### config.mk
export PLATFORM = sky130hd
export DESIGN_NAME = slow_clk_monitor
export DESIGN_NICKNAME = d
export VERILOG_FILES = /design/src/rtl/slow_clk_monitor.sv
export SDC_FILE = /design/constraint.sdc
export NUM_CORES = 1
export LEC_CHECK = 0
export CAP_MARGIN = 15
export CORE_MARGIN = 2
export CORE_UTILIZATION = 38
export CTS_BUF_LIST = sky130_fd_sc_hd__clkbuf_8
export DETAILED_ROUTE_END_ITERATION = 6
export PLACE_DENSITY_LB_ADDON = 0.1
export SYNTH_ARGS = -nofsm -noshare
export SYNTH_HDL_FRONTEND = slang
export SYNTH_SLANG_ARGS = --single-unit
export TNS_END_PERCENT = 100
### constraint.sdc
create_clock -name clk_48Mhz -period 2.55 [get_ports clk_48Mhz]
set_input_delay 0.51 -clock clk_48Mhz [delete_from_list [all_inputs] [get_ports clk_48Mhz]]
set_output_delay 0.51 -clock clk_48Mhz [all_outputs]
set_load 0.1 [all_outputs]
### src/rtl/slow_clk_monitor.sv
// Slow-clock receive monitor: synchronizes a divided clock into the 48 MHz domain,
// emits rise/fall strobes, measures period and high time, and flags loss of clock.
module slow_clk_monitor #(
    parameter int unsigned SYNC_STAGES = 2,
    parameter int unsigned CNT_W       = 24,
    parameter int unsigned TIMEOUT     = 1200000
) (
    input  logic             clk_48Mhz,
    input  logic             rst,
    input  logic             slow_clk,
    output logic             rise_pulse,
    output logic             fall_pulse,
    output logic [CNT_W-1:0] period,
    output logic [CNT_W-1:0] high_time,
    output logic             meas_valid,
    output logic             clk_lost
);

    localparam int unsigned     SYNC_MSB  = SYNC_STAGES - 1;
    localparam logic [CNT_W-1:0] CNT_MAX   = '1;
    localparam logic [CNT_W-1:0] TIMEOUT_C = CNT_W'(TIMEOUT);

    logic [SYNC_STAGES-1:0] sync_q;
    logic                   prev_q;
    logic                   rise_q;
    logic                   fall_q;

    logic [CNT_W-1:0] cnt_q, cnt_d;
    logic [CNT_W-1:0] period_q, period_d;
    logic [CNT_W-1:0] high_q, high_d;
    logic             armed_q, armed_d;
    logic             h_armed_q, h_armed_d;
    logic             rise_pulse_q, rise_pulse_d;
    logic             fall_pulse_q, fall_pulse_d;
    logic             meas_valid_q, meas_valid_d;
    logic             clk_lost_q, clk_lost_d;

    // Synchronizer chain, history flop and registered edge detect
    always_ff @(posedge clk_48Mhz) begin
        if (rst) begin
            sync_q <= '0;
            prev_q <= 1'b0;
            rise_q <= 1'b0;
            fall_q <= 1'b0;
        end else begin
            sync_q <= {sync_q[SYNC_STAGES-2:0], slow_clk};
            prev_q <= sync_q[SYNC_MSB];
            rise_q <= sync_q[SYNC_MSB] & ~prev_q;
            fall_q <= ~sync_q[SYNC_MSB] & prev_q;
        end
    end

    // Measurement next-state: counter restarts on rise and saturates at all-ones
    always_comb begin
        cnt_d        = cnt_q;
        period_d     = period_q;
        high_d       = high_q;
        armed_d      = armed_q;
        h_armed_d    = h_armed_q;
        rise_pulse_d = rise_q;
        fall_pulse_d = fall_q;
        meas_valid_d = 1'b0;
        clk_lost_d   = clk_lost_q;

        if (rise_q) begin
            cnt_d = CNT_W'(1);
        end else if (cnt_q != CNT_MAX) begin
            cnt_d = cnt_q + CNT_W'(1);
        end

        if (rise_q) begin
            armed_d   = 1'b1;
            h_armed_d = 1'b1;
            if (armed_q) begin
                period_d     = cnt_q;
                meas_valid_d = 1'b1;
            end
        end else if (fall_q) begin
            h_armed_d = 1'b0;
            if (h_armed_q) begin
                high_d = cnt_q;
            end
        end

        if (rise_q) begin
            clk_lost_d = 1'b0;
        end else if (cnt_d >= TIMEOUT_C) begin
            clk_lost_d = 1'b1;
        end
    end

    always_ff @(posedge clk_48Mhz) begin
        if (rst) begin
            cnt_q        <= '0;
            period_q     <= '0;
            high_q       <= '0;
            armed_q      <= 1'b0;
            h_armed_q    <= 1'b0;
            rise_pulse_q <= 1'b0;
            fall_pulse_q <= 1'b0;
            meas_valid_q <= 1'b0;
            clk_lost_q   <= 1'b0;
        end else begin
            cnt_q        <= cnt_d;
            period_q     <= period_d;
            high_q       <= high_d;
            armed_q      <= armed_d;
            h_armed_q    <= h_armed_d;
            rise_pulse_q <= rise_pulse_d;
            fall_pulse_q <= fall_pulse_d;
            meas_valid_q <= meas_valid_d;
            clk_lost_q   <= clk_lost_d;
        end
    end

    assign rise_pulse = rise_pulse_q;
    assign fall_pulse = fall_pulse_q;
    assign period     = period_q;
    assign high_time  = high_q;
    assign meas_valid = meas_valid_q;
    assign clk_lost   = clk_lost_q;

endmodule

==> impl_results.md <==
- Status: finished, final reports clean
- FF+latch count, synth: 83
- Final setup TNS: 0 ns
- Tmin final: between 2 and 2.5 ns
- Crit-path cells: ha_1 > nand4_1 > nor4_4 > a21oi_2 > xnor2_1 > or3_1 > o211a_1 > o31ai_1
- Worst skew pair latency: 0.36 ns
- Antenna diodes: 0
- Vias: 3180
- Switching pwr: 530 µW
- Worst Clk Skew: 0.0108 ns
- Cell Rows: 35
- Power density over the cells: 551 nW/µm²
- Max clock buf depth: 2
- # IOs: 55
- Starting density of the core: roughly two fifths
- Vias per inst: 5.14
- Largest stage delay on the critical path: 0.41 ns
- Die X: 100 µm
- Post-Synthesis Cells: between 400 and 500
- Worst endpoint data arrival time: 2.65 ns
- Post-route DRC: 0
- Number of hold buffers added after cts: 0
- Die Span Y: 100 µm
- Half-perimeter wire length after placement: 6640 µm
- Tightest Pin Transition: 0.847 ns
- First-pass GRT wire length: 15800 µm
- Cell Area, Synth: 3530 µm²
- RSZ-0062 raised after global routing: no
- Core area: ~9100 µm²
- WS Path Type: flop to flop
- TritonCTS Buffers: 9
- Fmax: ~0.42 GHz
- Period utilisation layout: 93.2%
- Post-route setup slack: roughly 0.17 ns
- Power share of the sequential group: 54.6%
- DP Area: 4140 µm²
- Reg clk slew, reported paths: ~0.080 ns
- Fin Hold WS: 0.411 ns
- Biggest area contributors in the synthesized netlist: dfxtp_1 (47%), nand2_1 (12%), a21oi_1 (7.9%)
- P&R area growth vs syn: 23.4%
- Synth cell count leaders: nand2_1 (113), dfxtp_1 (83), a21oi_1 (56), nor2_1 (40), clkbuf_1 (29)
- Final hold violation count: 0
- Number of global-route vias before repair: approximately 3100
- CTS tree: done
- Pre-antenna DRT Iters: 4
- Worst min-delay path category: flop to flop
- Postcts setup bufs: 0
- Max Slew Vio Count: 0
- CP Capture Type: flop
- Combinational share of power: ~2.4%
- Final setup fails: 0
- Most numerous cell in the Yosys netlist: nand2_1
- Most used DFF post-synth: dfxtp_1
- Synth warn: 0
- Avg Cell Area, Syn: 7.90 µm²
- H-tree Lvls: 3
- CP max-delay cell: nor4_4
- Nets: 508
- Post-synthesis sequential area ratio: between 40% and 50%
- Number of DRC markers after the initial detailed-route iteration: 153
- Leakage power: 0.00163 µW
- DP Worst Slack: 0.219 ns
- # clock sinks: 83
- GRT Residual Overflow: 0
- Post-synth top area share: 47.1%
- Slew margin rel.: 43.4%
- VDD IR-drop max: between 0.2 and 0.3 mV
- FFs w/ async S/R, synth: 0%
- Port buffer count: 54
- Worst Path Required: about 2.8 ns
- Worst setup SP type: flop
- Avg WL per Cell: 15.0 µm
- P_int: ~1900 µW
- Clock network power share: 43.0%
- EDFF count, synth: 0
- Number of gates resized after cts: 0
- Crit-path max FO: 6
- Number of max-cap violations: 0
- Leading area contributor after synthesis: dfxtp_1
- Total GRT Usage: 19.9%
- Antenna violations before repair: 0
- Final wirelength: 9270 µm
- GP Congestion: about 0.9
- Pin count of the biggest net entering global routing: 60
- Sw Share: 22.1%
- CTS root buf: clkbuf_8
- DRT antenna net count: 0
- Die ar.: 10100 µm²
- Final non-filler cell area: 4360 µm²
- Share of cells above drive strength 1: a little over a fifth
- Mapped Nets: approximately 450
- Unique masters post-synth: 52
==> kinds of logic (layout without fill, tap and decap cells) <==
logic type / after synthesis / count (layout) / synth area share, %
buf+inv: 43 / 104 / 5.21
mux: 2 / 2 / 0.602
fa+ha+maj: 1 / 1 / 0.354
compound gates: 82 / 82 / 13.3
simple gates: 215 / 215 / 28.2
flops: 83 / 83 / 47.1
xor+xnor: 21 / 21 / 5.21
==> final timing paths <==
kind	from	to	slack, ns	cells after the start
max	cnt_q[0]	clk_lost	0.17	8
min reg2reg	sync_q[1]	fall_pulse_d	0.41	1
min	sync_q[1]	fall_pulse_d	0.41	1
max reg2reg	cnt_q[0]	clk_lost	0.17	8
==> sequential cells by signal (all words and copies together) (netlist names), 2 cells and up <==
register	cells
cnt_q	24
high_time	24
period	24
sync_q	2
==> metal layers <==
metal / GRT usage [%] / vias to the layer above / wire, µm
met5: 0 / - / 0
met4: 6.11 / 0 / 128
met3: 4.18 / 9 / 347
met2: 32.7 / 70 / 4420
met1: 26.2 / 1491 / 4380
li1: - / 1610 / -
==> per-stage QoR <==
stage,cells,total power [µW],utilization (%)
after floorplan,447,1380,-
after global placement,604,1400,45.4
after detailed placement,604,1400,45.4
after CTS,619,2420,47.7
after global routing,619,2490,47.8
final,619,2400,47.8
==> placed cells by master (no fill, tap or decap), drive strengths merged, types with 3 or more instances in the layout <==
cell type  Yosys  routed
a21oi         57      57
a31oi          4       4
and3           4       4
buf            8      83
clkbuf        30       9
dfxtp         83      83
inv            5       6
nand2        113     113
nand3         11      11
nand4         11      11
nor2          40      40
nor2b          8       8
nor3           7       7
nor3b          4       4
nor4           4       4
o21ai          7       7
or3            3       3
xnor2         12      12
xor2           9       9
==> worst max-delay path, delay by kind of cell, from the launching register on <==
kind	cells	cell delay, ns
adder cells (fa/ha/maj)	1	0.29
flip-flops	1	0.34
AND/OR/NAND/NOR	3	0.97
AO/OA/AOI/OAI	3	0.56
XOR/XNOR	1	0.15
==> final cells by class <==
| type | instances | area, µm² |
|---|---|---|
| Fill cell | 920 | 4750 |
| Multi-Input combinational cell | 321 | 1690 |
| Sequential cell | 83 | 1660 |
| Timing Repair Buffer | 84 | 631 |
| Tap cell | 111 | 139 |
| Clock buffer | 9 | 124 |
| Clock inverter | 6 | 90.1 |
| Inverter | 5 | 18.8 |
==> power by group through the flow <==
stage | Sequential, µW | Clock (µW) | Combinational, µW
2_1_floorplan | 1340 | 0 | 36.3
3_3_place_gp | 1340 | 0 | 58.2
3_5_place_dp | 1340 | 0 | 58.3
4_1_cts | 1310 | 1050 | 58.3
5_1_grt | 1310 | 1110 | 65.1
6_report | 1310 | 1030 | 57.6
Power figures use the tool's default switching activity.
